## src/rtl/fmps_trip_scanner_pkg.sv

```systemverilog
// Shared definitions for the FMPS trip scanner: scan states, control-word
// field positions and status-word layout.
package fmps_pkg;

  typedef enum logic [1:0] {
    ST_IDLE  = 2'd0,
    ST_SCAN  = 2'd1,
    ST_DRAIN = 2'd2,
    ST_EVAL  = 2'd3
  } scan_state_e;

  // Control word: trip mask occupies [trip_width-1:0], flags sit just above it.
  localparam int CSR_MASK_LSB = 0;

  function automatic int csr_failsafe_bit(input int trip_width);
    return trip_width;
  endfunction

  function automatic int csr_clear_bit(input int trip_width);
    return trip_width + 1;
  endfunction

  localparam int STAT_SCAN_ACTIVE = 31;
  localparam int STAT_TRIP        = 30;
  localparam int STAT_FAILSAFE    = 29;
  localparam int STAT_OVERRUN     = 28;
  localparam int STAT_FFI_LSB     = 16;
  localparam int STAT_MASK_LSB    = 0;

endpackage

```

## src/rtl/fmps_trip_scanner_if.sv

```systemverilog
// Signal bundle between the gather stage / CSR block and the trip scanner.
interface fmps_trip_scanner_if #(
  parameter int INDEX_WIDTH = 5
);
  localparam int NODES = 1 << INDEX_WIDTH;

  logic                   FAstrobe;
  logic                   readoutValid;
  logic                   sysTimeoutStrobe;
  logic [INDEX_WIDTH:0]   fmpsCount;
  logic [NODES-1:0]       fmpsBitmapEnabled;
  logic [INDEX_WIDTH-1:0] fmpsReadoutAddress;
  logic [31:0]            fmpsReadout;
  logic                   fmpsReadoutPresent;
  logic                   csrStrobe;
  logic [31:0]            GPIO_OUT;
  logic                   mitigationTrip;
  logic [NODES-1:0]       tripBitmap;
  logic [NODES-1:0]       missingBitmap;
  logic [INDEX_WIDTH-1:0] firstFaultIndex;
  logic                   scanDoneStrobe;
  logic                   overrunStrobe;
  logic [31:0]            status;

  modport slave (
    input  FAstrobe, readoutValid, sysTimeoutStrobe, fmpsCount, fmpsBitmapEnabled,
    input  fmpsReadout, fmpsReadoutPresent, csrStrobe, GPIO_OUT,
    output fmpsReadoutAddress, mitigationTrip, tripBitmap, missingBitmap,
    output firstFaultIndex, scanDoneStrobe, overrunStrobe, status
  );

  modport master (
    output FAstrobe, readoutValid, sysTimeoutStrobe, fmpsCount, fmpsBitmapEnabled,
    output fmpsReadout, fmpsReadoutPresent, csrStrobe, GPIO_OUT,
    input  fmpsReadoutAddress, mitigationTrip, tripBitmap, missingBitmap,
    input  firstFaultIndex, scanDoneStrobe, overrunStrobe, status
  );

endinterface

```

## src/rtl/fmps_priority_encoder.sv

```systemverilog
// Lowest-set-bit encoder: returns the index of the least significant request.
module fmps_priority_encoder #(
  parameter int WIDTH = 32
) (
  input  logic [WIDTH-1:0]                                 req_i,
  output logic [((WIDTH > 1) ? $clog2(WIDTH) : 1)-1:0]     idx_o,
  output logic                                             valid_o
);
  localparam int IW = (WIDTH > 1) ? $clog2(WIDTH) : 1;

  always_comb begin
    idx_o   = '0;
    valid_o = 1'b0;
    for (int i = WIDTH - 1; i >= 0; i--) begin
      if (req_i[i]) begin
        idx_o   = IW'(i);
        valid_o = 1'b1;
      end
    end
  end

endmodule

```

## src/rtl/fmps_trip_scanner.sv

```systemverilog
// Sweeps the gathered FMPS DPRAM after each readout, builds trip/missing
// bitmaps and latches a mitigation trip with the first faulting node.
module fmps_trip_scanner
  import fmps_pkg::*;
#(
  parameter int INDEX_WIDTH = 5,
  parameter int TRIP_WIDTH  = 8
) (
  input logic                sysClk,
  input logic                sysReset,
  fmps_trip_scanner_if.slave bus
);
  localparam int NODES   = 1 << INDEX_WIDTH;
  localparam int CW      = INDEX_WIDTH + 1;
  localparam int FS_BIT  = csr_failsafe_bit(TRIP_WIDTH);
  localparam int CLR_BIT = csr_clear_bit(TRIP_WIDTH);

  scan_state_e            state_q, state_d;
  logic                   rv_q;
  logic [CW-1:0]          cnt_q, cnt_d, n_q, n_sat;
  logic                   cap_q;
  logic [INDEX_WIDTH-1:0] cap_addr_q;
  logic [NODES-1:0]       work_trip_q, work_trip_d, work_miss_q, work_miss_d;
  logic [NODES-1:0]       trip_bm_q, miss_bm_q;
  logic [TRIP_WIDTH-1:0]  mask_q;
  logic                   failsafe_q;
  logic                   trip_q, trip_d;
  logic [INDEX_WIDTH-1:0] ffi_q, ffi_d;
  logic                   sticky_q, sticky_d;
  logic                   done_q, overrun_q;
  logic                   start, abort, eval_go, csr_clear, eval_set, timeout_set;
  logic [NODES-1:0]       fault_vec;
  logic [INDEX_WIDTH-1:0] enc_idx;
  logic                   enc_valid;
  logic [31:0]            status_w;
  logic                   unused_bits;

  assign start     = (state_q == ST_IDLE) & bus.readoutValid & ~rv_q;
  assign abort     = bus.FAstrobe & (state_q != ST_IDLE);
  assign n_sat     = (bus.fmpsCount > CW'(NODES)) ? CW'(NODES) : bus.fmpsCount;
  assign eval_go   = (state_q == ST_EVAL) & ~abort;
  assign csr_clear = bus.csrStrobe & bus.GPIO_OUT[CLR_BIT];

  always_comb begin
    state_d = state_q;
    case (state_q)
      ST_IDLE:  if (start) state_d = (n_sat == '0) ? ST_EVAL : ST_SCAN;
      ST_SCAN:  if (cnt_q == n_q - CW'(1)) state_d = ST_DRAIN;
      ST_DRAIN: state_d = ST_EVAL;
      ST_EVAL:  state_d = ST_IDLE;
      default:  state_d = ST_IDLE;
    endcase
    if (abort) state_d = ST_IDLE;
  end

  always_ff @(posedge sysClk or posedge sysReset) begin
    if (sysReset) state_q <= ST_IDLE;
    else          state_q <= state_d;
  end

  // Counter rests at zero outside SCAN so the address port is quiet between scans.
  assign cnt_d = (state_q == ST_SCAN && state_d == ST_SCAN) ? cnt_q + CW'(1) : '0;

  always_comb begin
    work_trip_d = work_trip_q;
    work_miss_d = work_miss_q;
    if (start) begin
      work_trip_d = '0;
      work_miss_d = '0;
    end else if (cap_q) begin
      if (!bus.fmpsReadoutPresent)
        work_miss_d[cap_addr_q] = 1'b1;
      else if (bus.fmpsBitmapEnabled[cap_addr_q] &&
               |(bus.fmpsReadout[TRIP_WIDTH-1:0] & mask_q))
        work_trip_d[cap_addr_q] = 1'b1;
    end
  end

  assign fault_vec = work_trip_q | (failsafe_q ? work_miss_q : '0);

  fmps_priority_encoder #(.WIDTH(NODES)) u_first_fault (
    .req_i   (fault_vec),
    .idx_o   (enc_idx),
    .valid_o (enc_valid)
  );

  assign eval_set    = eval_go & enc_valid & ~trip_q;
  assign timeout_set = failsafe_q & (bus.sysTimeoutStrobe | abort);

  // Clear is applied first so that any trip set in the same cycle survives it.
  always_comb begin
    trip_d   = trip_q;
    ffi_d    = ffi_q;
    sticky_d = sticky_q;
    if (csr_clear) begin
      trip_d   = 1'b0;
      ffi_d    = '0;
      sticky_d = 1'b0;
    end
    if (abort) sticky_d = 1'b1;
    if (eval_set) begin
      trip_d = 1'b1;
      ffi_d  = enc_idx;
    end else if (timeout_set) begin
      trip_d = 1'b1;
      ffi_d  = trip_q ? ffi_q : '1;
    end
  end

  always_ff @(posedge sysClk or posedge sysReset) begin
    if (sysReset) begin
      rv_q        <= 1'b0;
      cnt_q       <= '0;
      n_q         <= '0;
      cap_q       <= 1'b0;
      cap_addr_q  <= '0;
      work_trip_q <= '0;
      work_miss_q <= '0;
      trip_bm_q   <= '0;
      miss_bm_q   <= '0;
      mask_q      <= '0;
      failsafe_q  <= 1'b0;
      trip_q      <= 1'b0;
      ffi_q       <= '0;
      sticky_q    <= 1'b0;
      done_q      <= 1'b0;
      overrun_q   <= 1'b0;
    end else begin
      rv_q        <= bus.readoutValid;
      cnt_q       <= cnt_d;
      cap_q       <= (state_q == ST_SCAN);
      cap_addr_q  <= cnt_q[INDEX_WIDTH-1:0];
      work_trip_q <= work_trip_d;
      work_miss_q <= work_miss_d;
      trip_q      <= trip_d;
      ffi_q       <= ffi_d;
      sticky_q    <= sticky_d;
      done_q      <= eval_go;
      overrun_q   <= abort;
      if (start) n_q <= n_sat;
      if (eval_go) begin
        trip_bm_q <= work_trip_q;
        miss_bm_q <= work_miss_q;
      end
      if (bus.csrStrobe) begin
        mask_q     <= bus.GPIO_OUT[CSR_MASK_LSB +: TRIP_WIDTH];
        failsafe_q <= bus.GPIO_OUT[FS_BIT];
      end
    end
  end

  always_comb begin
    status_w                                 = '0;
    status_w[STAT_SCAN_ACTIVE]               = (state_q != ST_IDLE);
    status_w[STAT_TRIP]                      = trip_q;
    status_w[STAT_FAILSAFE]                  = failsafe_q;
    status_w[STAT_OVERRUN]                   = sticky_q;
    status_w[STAT_FFI_LSB +: INDEX_WIDTH]    = ffi_q;
    status_w[STAT_MASK_LSB +: TRIP_WIDTH]    = mask_q;
  end

  assign bus.fmpsReadoutAddress = cnt_q[INDEX_WIDTH-1:0];
  assign bus.mitigationTrip     = trip_q;
  assign bus.tripBitmap         = trip_bm_q;
  assign bus.missingBitmap      = miss_bm_q;
  assign bus.firstFaultIndex    = ffi_q;
  assign bus.scanDoneStrobe     = done_q;
  assign bus.overrunStrobe      = overrun_q;
  assign bus.status             = status_w;

  assign unused_bits = ^{bus.GPIO_OUT[31:CLR_BIT+1], bus.fmpsReadout[31:TRIP_WIDTH]};

endmodule

```

## src/flat_wrapper.sv

```systemverilog
// flat-port wrapper written by rule: the top's interface ports become plain ports
module fmps_trip_scanner_flat import fmps_pkg::*;
#(
  parameter int INDEX_WIDTH = 5,
  parameter int TRIP_WIDTH  = 8
)
  (sysClk, sysReset, bus_FAstrobe, bus_readoutValid, bus_sysTimeoutStrobe, bus_fmpsCount, bus_fmpsBitmapEnabled, bus_fmpsReadout, bus_fmpsReadoutPresent, bus_csrStrobe, bus_GPIO_OUT, bus_fmpsReadoutAddress, bus_mitigationTrip, bus_tripBitmap, bus_missingBitmap, bus_firstFaultIndex, bus_scanDoneStrobe, bus_overrunStrobe, bus_status);
  fmps_trip_scanner_if #(.INDEX_WIDTH(INDEX_WIDTH)) bus_i ();
  input logic sysClk;
  input logic sysReset;
  input wire logic [$bits(bus_i.FAstrobe)-1:0] bus_FAstrobe;
  input wire logic [$bits(bus_i.readoutValid)-1:0] bus_readoutValid;
  input wire logic [$bits(bus_i.sysTimeoutStrobe)-1:0] bus_sysTimeoutStrobe;
  input wire logic [$bits(bus_i.fmpsCount)-1:0] bus_fmpsCount;
  input wire logic [$bits(bus_i.fmpsBitmapEnabled)-1:0] bus_fmpsBitmapEnabled;
  input wire logic [$bits(bus_i.fmpsReadout)-1:0] bus_fmpsReadout;
  input wire logic [$bits(bus_i.fmpsReadoutPresent)-1:0] bus_fmpsReadoutPresent;
  input wire logic [$bits(bus_i.csrStrobe)-1:0] bus_csrStrobe;
  input wire logic [$bits(bus_i.GPIO_OUT)-1:0] bus_GPIO_OUT;
  output wire logic [$bits(bus_i.fmpsReadoutAddress)-1:0] bus_fmpsReadoutAddress;
  output wire logic [$bits(bus_i.mitigationTrip)-1:0] bus_mitigationTrip;
  output wire logic [$bits(bus_i.tripBitmap)-1:0] bus_tripBitmap;
  output wire logic [$bits(bus_i.missingBitmap)-1:0] bus_missingBitmap;
  output wire logic [$bits(bus_i.firstFaultIndex)-1:0] bus_firstFaultIndex;
  output wire logic [$bits(bus_i.scanDoneStrobe)-1:0] bus_scanDoneStrobe;
  output wire logic [$bits(bus_i.overrunStrobe)-1:0] bus_overrunStrobe;
  output wire logic [$bits(bus_i.status)-1:0] bus_status;
  assign bus_i.FAstrobe = bus_FAstrobe;
  assign bus_i.readoutValid = bus_readoutValid;
  assign bus_i.sysTimeoutStrobe = bus_sysTimeoutStrobe;
  assign bus_i.fmpsCount = bus_fmpsCount;
  assign bus_i.fmpsBitmapEnabled = bus_fmpsBitmapEnabled;
  assign bus_i.fmpsReadout = bus_fmpsReadout;
  assign bus_i.fmpsReadoutPresent = bus_fmpsReadoutPresent;
  assign bus_i.csrStrobe = bus_csrStrobe;
  assign bus_i.GPIO_OUT = bus_GPIO_OUT;
  assign bus_fmpsReadoutAddress = bus_i.fmpsReadoutAddress;
  assign bus_mitigationTrip = bus_i.mitigationTrip;
  assign bus_tripBitmap = bus_i.tripBitmap;
  assign bus_missingBitmap = bus_i.missingBitmap;
  assign bus_firstFaultIndex = bus_i.firstFaultIndex;
  assign bus_scanDoneStrobe = bus_i.scanDoneStrobe;
  assign bus_overrunStrobe = bus_i.overrunStrobe;
  assign bus_status = bus_i.status;
  fmps_trip_scanner #(.INDEX_WIDTH(INDEX_WIDTH), .TRIP_WIDTH(TRIP_WIDTH)) u_core (.sysClk(sysClk), .sysReset(sysReset), .bus(bus_i));
endmodule
```

## config.mk

```make
export PLATFORM = sky130hd
export DESIGN_NAME = fmps_trip_scanner_flat
export DESIGN_NICKNAME = d
export VERILOG_FILES = /design/src/rtl/fmps_trip_scanner_pkg.sv /design/src/rtl/fmps_trip_scanner_if.sv /design/src/rtl/fmps_priority_encoder.sv /design/src/rtl/fmps_trip_scanner.sv /design/src/flat_wrapper.sv
export SDC_FILE = /design/constraint.sdc
export NUM_CORES = 1
export LEC_CHECK = 0
export BUFFER_PORTS_ARGS = -buffer_cell sky130_fd_sc_hd__buf_2
export CORE_MARGIN = 2
export CORE_UTILIZATION = 50
export DETAILED_ROUTE_END_ITERATION = 6
export PLACE_DENSITY_LB_ADDON = 0.08
export SLEW_MARGIN = 20
export SYNTH_ARGS = -nofsm -noshare
export SYNTH_HDL_FRONTEND = slang
export SYNTH_SLANG_ARGS = --single-unit
export TNS_END_PERCENT = 50
```

## constraint.sdc

```tcl
create_clock -name sysClk -period 5.5 [get_ports sysClk]
set_input_delay 0.275 -clock sysClk [delete_from_list [all_inputs] [get_ports sysClk]]
set_output_delay 0.275 -clock sysClk [all_outputs]
set_load 0.1 [all_outputs]
```

==> impl_metrics.py <==
metrics = {
    "run_status": {
        "outcome": "complete, no violations",
    },
    "critical_path": {
        "end_kind": "flop",
        "worstPathMaxFanout": 9,
        "critPathKind": "flop to flop",
        "startpoint_type": "flop",
        "required_ps": 5850,
        "worst_ep_arrival_time_ps": 2950,
        "reg2regPathDepth": 6,
    },
    "sta": {
        "worst_pin_slew_ps": 915.3,
        "setup_tns_ps": 0,
        "hold_viol_final": 0,
        "setup_viol": 0,
        "max_freq_ghz": 0.3848,
        "slew_violations": 0,
        "fin_skew_ps": 8.661,
        "rsz0062_at_grt": "no",
        "fin_ws_ps": 2901,
        "period_minus_slack_ps": 2599,
        "slew_headroom": 0.3875,
        "post-route-period-util": 0.4725,
    },
    "clock_network": {
        "cts_root_buf": "clkbuf_16",
        "htree_levels": 4,
        "cts_sinks": 167,
        "clk_pin_slew_worst_paths_ps": 60,
        "tritoncts": "done",
        "cts_buffers": 17,
        "cts_buffer_depth": 2,
        "postCtsSetupRepairBufs": 0,
        "clk_latency_ps": 430,
        "cts_resized": 0,
    },
    "yosys": {
        "synth-edff-count": 0,
        "ys_ff_latch": 167,
        "yosysSeqAreaShare": 0.5465,
        "yosysTopAreaCell": "dfrtp_1",
        "synth_top_area_frac": 0.5465,
        "synth-main-ff-cell": "dfrtp_1",
        "async_flop_share": 1.000,
        "netlist_area_um2": 7647,
        "syn_inst": 686,
        "synthTopCellsByArea": "dfrtp_1 (55%), mux2_2 (11%), nor2_1 (5.5%)",
        "syn_area_per_cell_um2": 11.15,
        "ys_warn_count": 0,
        "yosysUniqueCellTypes": 57,
    },
    "grt": {
        "grt_pass1_vias": 5698,
        "grt_pass1_wl_um": 29290,
        "grt_overflow": 0,
        "antenna_found_initial": 0,
        "grt_max_degree": 106,
        "grt_usage": 0.2319,
    },
    "detailed_routing": {
        "vias": 5789,
        "drc": 0,
        "wl_um": 17980,
        "dr.pass1.iters": 4,
        "wire_per_inst_um": 17.56,
        "viasPerCell": 5.653,
        "antenna_left": 0,
        "drt_iter0_markers": 454,
    },
    "die": {
        "initial_core_util": 0.5068,
        "die-height_um": 127.7,
        "core_area_um2": 15090,
        "io_pins": 218,
        "placementRows": 45,
        "die-area_um2": 16300,
        "die_w_um": 127.7,
    },
    "pwr": {
        "p_leak_nw": 4.741,
        "ir_drop_uv": 268.6,
        "power.density_nw_per_um2": 346.0,
        "design_power_total_w": 0.003139,
    },
    "layout": {
        "area_delta_synth_final_pct": 18.64,
        "num_antenna_cells": 0,
        "fin_util": 0.6012,
        "drive_gt1_frac": 0.3397,
        "fin_area_um2": 9072,
        "nets": 934,
    },
    "job": {
        "max-cap-violations": 0,
    },
    "place": {
        "place.gp.congestion": 0.9112,
        "dp_hpwl_um": 12660,
        "io_buffers": 156,
        "placed_area_um2": 8427,
        "dpl_worst_slack_ps": 2930,
    },
    "min_path": {
        "hold_class": "input port to asynchronous set/reset pin",
    },
}
-- synth_stat cells, types with 8 or more instances --
| cell | number |
|---|---|
| nand4_1 | 8 |
| nor3_1 | 8 |
| mux2_2 | 74 |
| a21oi_1 | 77 |
| clkbuf_1 | 20 |
| mux4_1 | 8 |
| inv_1 | 8 |
| nor2_1 | 112 |
| nand2_1 | 21 |
| o21ai_0 | 37 |
| dfrtp_1 | 167 |
| a22oi_1 | 8 |
| xnor2_1 | 10 |
| buf_4 | 29 |
-- worst max-delay path, cell delays in order (launching register included) --
cell     delay, ps
dfrtp_1        500
nor3b_2        680
a22oi_1        190
and4_4         240
nor4_4         630
a21oi_1        150
nor2_1         120
-- cell usage in the layout (no fill, tap or decap), types with 10 or more instances in the layout --
| master | n |
|---|---|
| buf_2 | 156 |
| conb_1 | 15 |
| o21ai_0 | 37 |
| clkbuf_16 | 17 |
| nor2_1 | 112 |
| nand2_1 | 20 |
| a21oi_1 | 77 |
| dfrtp_1 | 167 |
| xnor2_1 | 10 |
| mux2_2 | 74 |
-- metal layers --
layer / wire length, µm / vias to the layer above / track usage
li1: - / 2676 / -
met1: 8032 / 2852 / 0.3178
met2: 8377 / 229 / 0.3646
met3: 1157 / 32 / 0.04925
met4: 413 / 0 / 0.09179
met5: 0 / - / 0
-- power by group --
group	internal [W]	switching (W)
Combinational	0.000116	0.000434
Clock	0.000776	0.000499
Sequential	0.00127	0.0000440
-- stage by stage --
stage / hold WS (ps) / cells
floorplan: 306.4 / 700
global placement: 402.8 / 991
detailed placement: 419.7 / 991
CTS: 60.15 / 1024
global route: 67.30 / 1024
finish: 54.73 / 1024
-- final timing paths --
kind | end | slack [ps] | startpoint
max reg2reg | u_core.work_trip_q[16] | 2900 | u_core.cap_addr_q[4]
max in group asynchronous | u_core.work_trip_q[5] | 4080 | sysReset
min reg2reg | u_core.bus.missingBitmap[5] | 500 | u_core.bus.missingBitmap[5]
min in group sysClk | u_core.mask_q[4] | 80 | bus_GPIO_OUT[4]
max | u_core.work_trip_q[16] | 2900 | u_core.cap_addr_q[4]
min | u_core.mask_q[0] | 50 | sysReset
-- flip-flops by register name, summed over array words and instances, names as in the netlist --
name / flops
u_core.mask_q: 8
u_core.work_miss_q: 32
u_core.cap_q: 1
u_core.sticky_q: 1
u_core.bus.mitigationTrip: 1
u_core.bus.missingBitmap: 32
u_core.state_q: 2
u_core.rv_q: 1
u_core.n_q: 6
u_core.bus.tripBitmap: 32
u_core.cnt_q: 6
u_core.work_trip_q: 32
u_core.bus.scanDoneStrobe: 1
u_core.failsafe_q: 1
u_core.cap_addr_q: 5
u_core.bus.overrunStrobe: 1
u_core.bus.firstFaultIndex: 5
-- cell families (layout without fill, tap and decap cells) --
logic type,after synthesis,count (layout),share of synthesized area
adder cells (fa/ha/maj),2,2,0.003272
XOR/XNOR,13,13,0.01489
AO/OA/AOI/OAI,156,156,0.1186
multiplexers,84,84,0.1391
flip-flops,167,167,0.5465
other,1,15,0.0004904
AND/OR/NAND/NOR,196,196,0.1279
buffers and inverters,67,203,0.04925
-- what timing repair did --
item / CTS / global route
hold endpoints to repair: 1 / 0
setup endpoints to repair: 0 / 0
hold buffers: 1 / 0
-- area by class of cell --
class,instances,area (µm²)
flip-flops and latches,167,4179
repair buffers,163,835.8
well taps,188,235.2
fillers,1299,6017
clock buffers,18,439.2
clock inverters,14,196.4
multi-input cells,466,3152
inverters,8,35.03
Power figures use the tool's default switching activity.
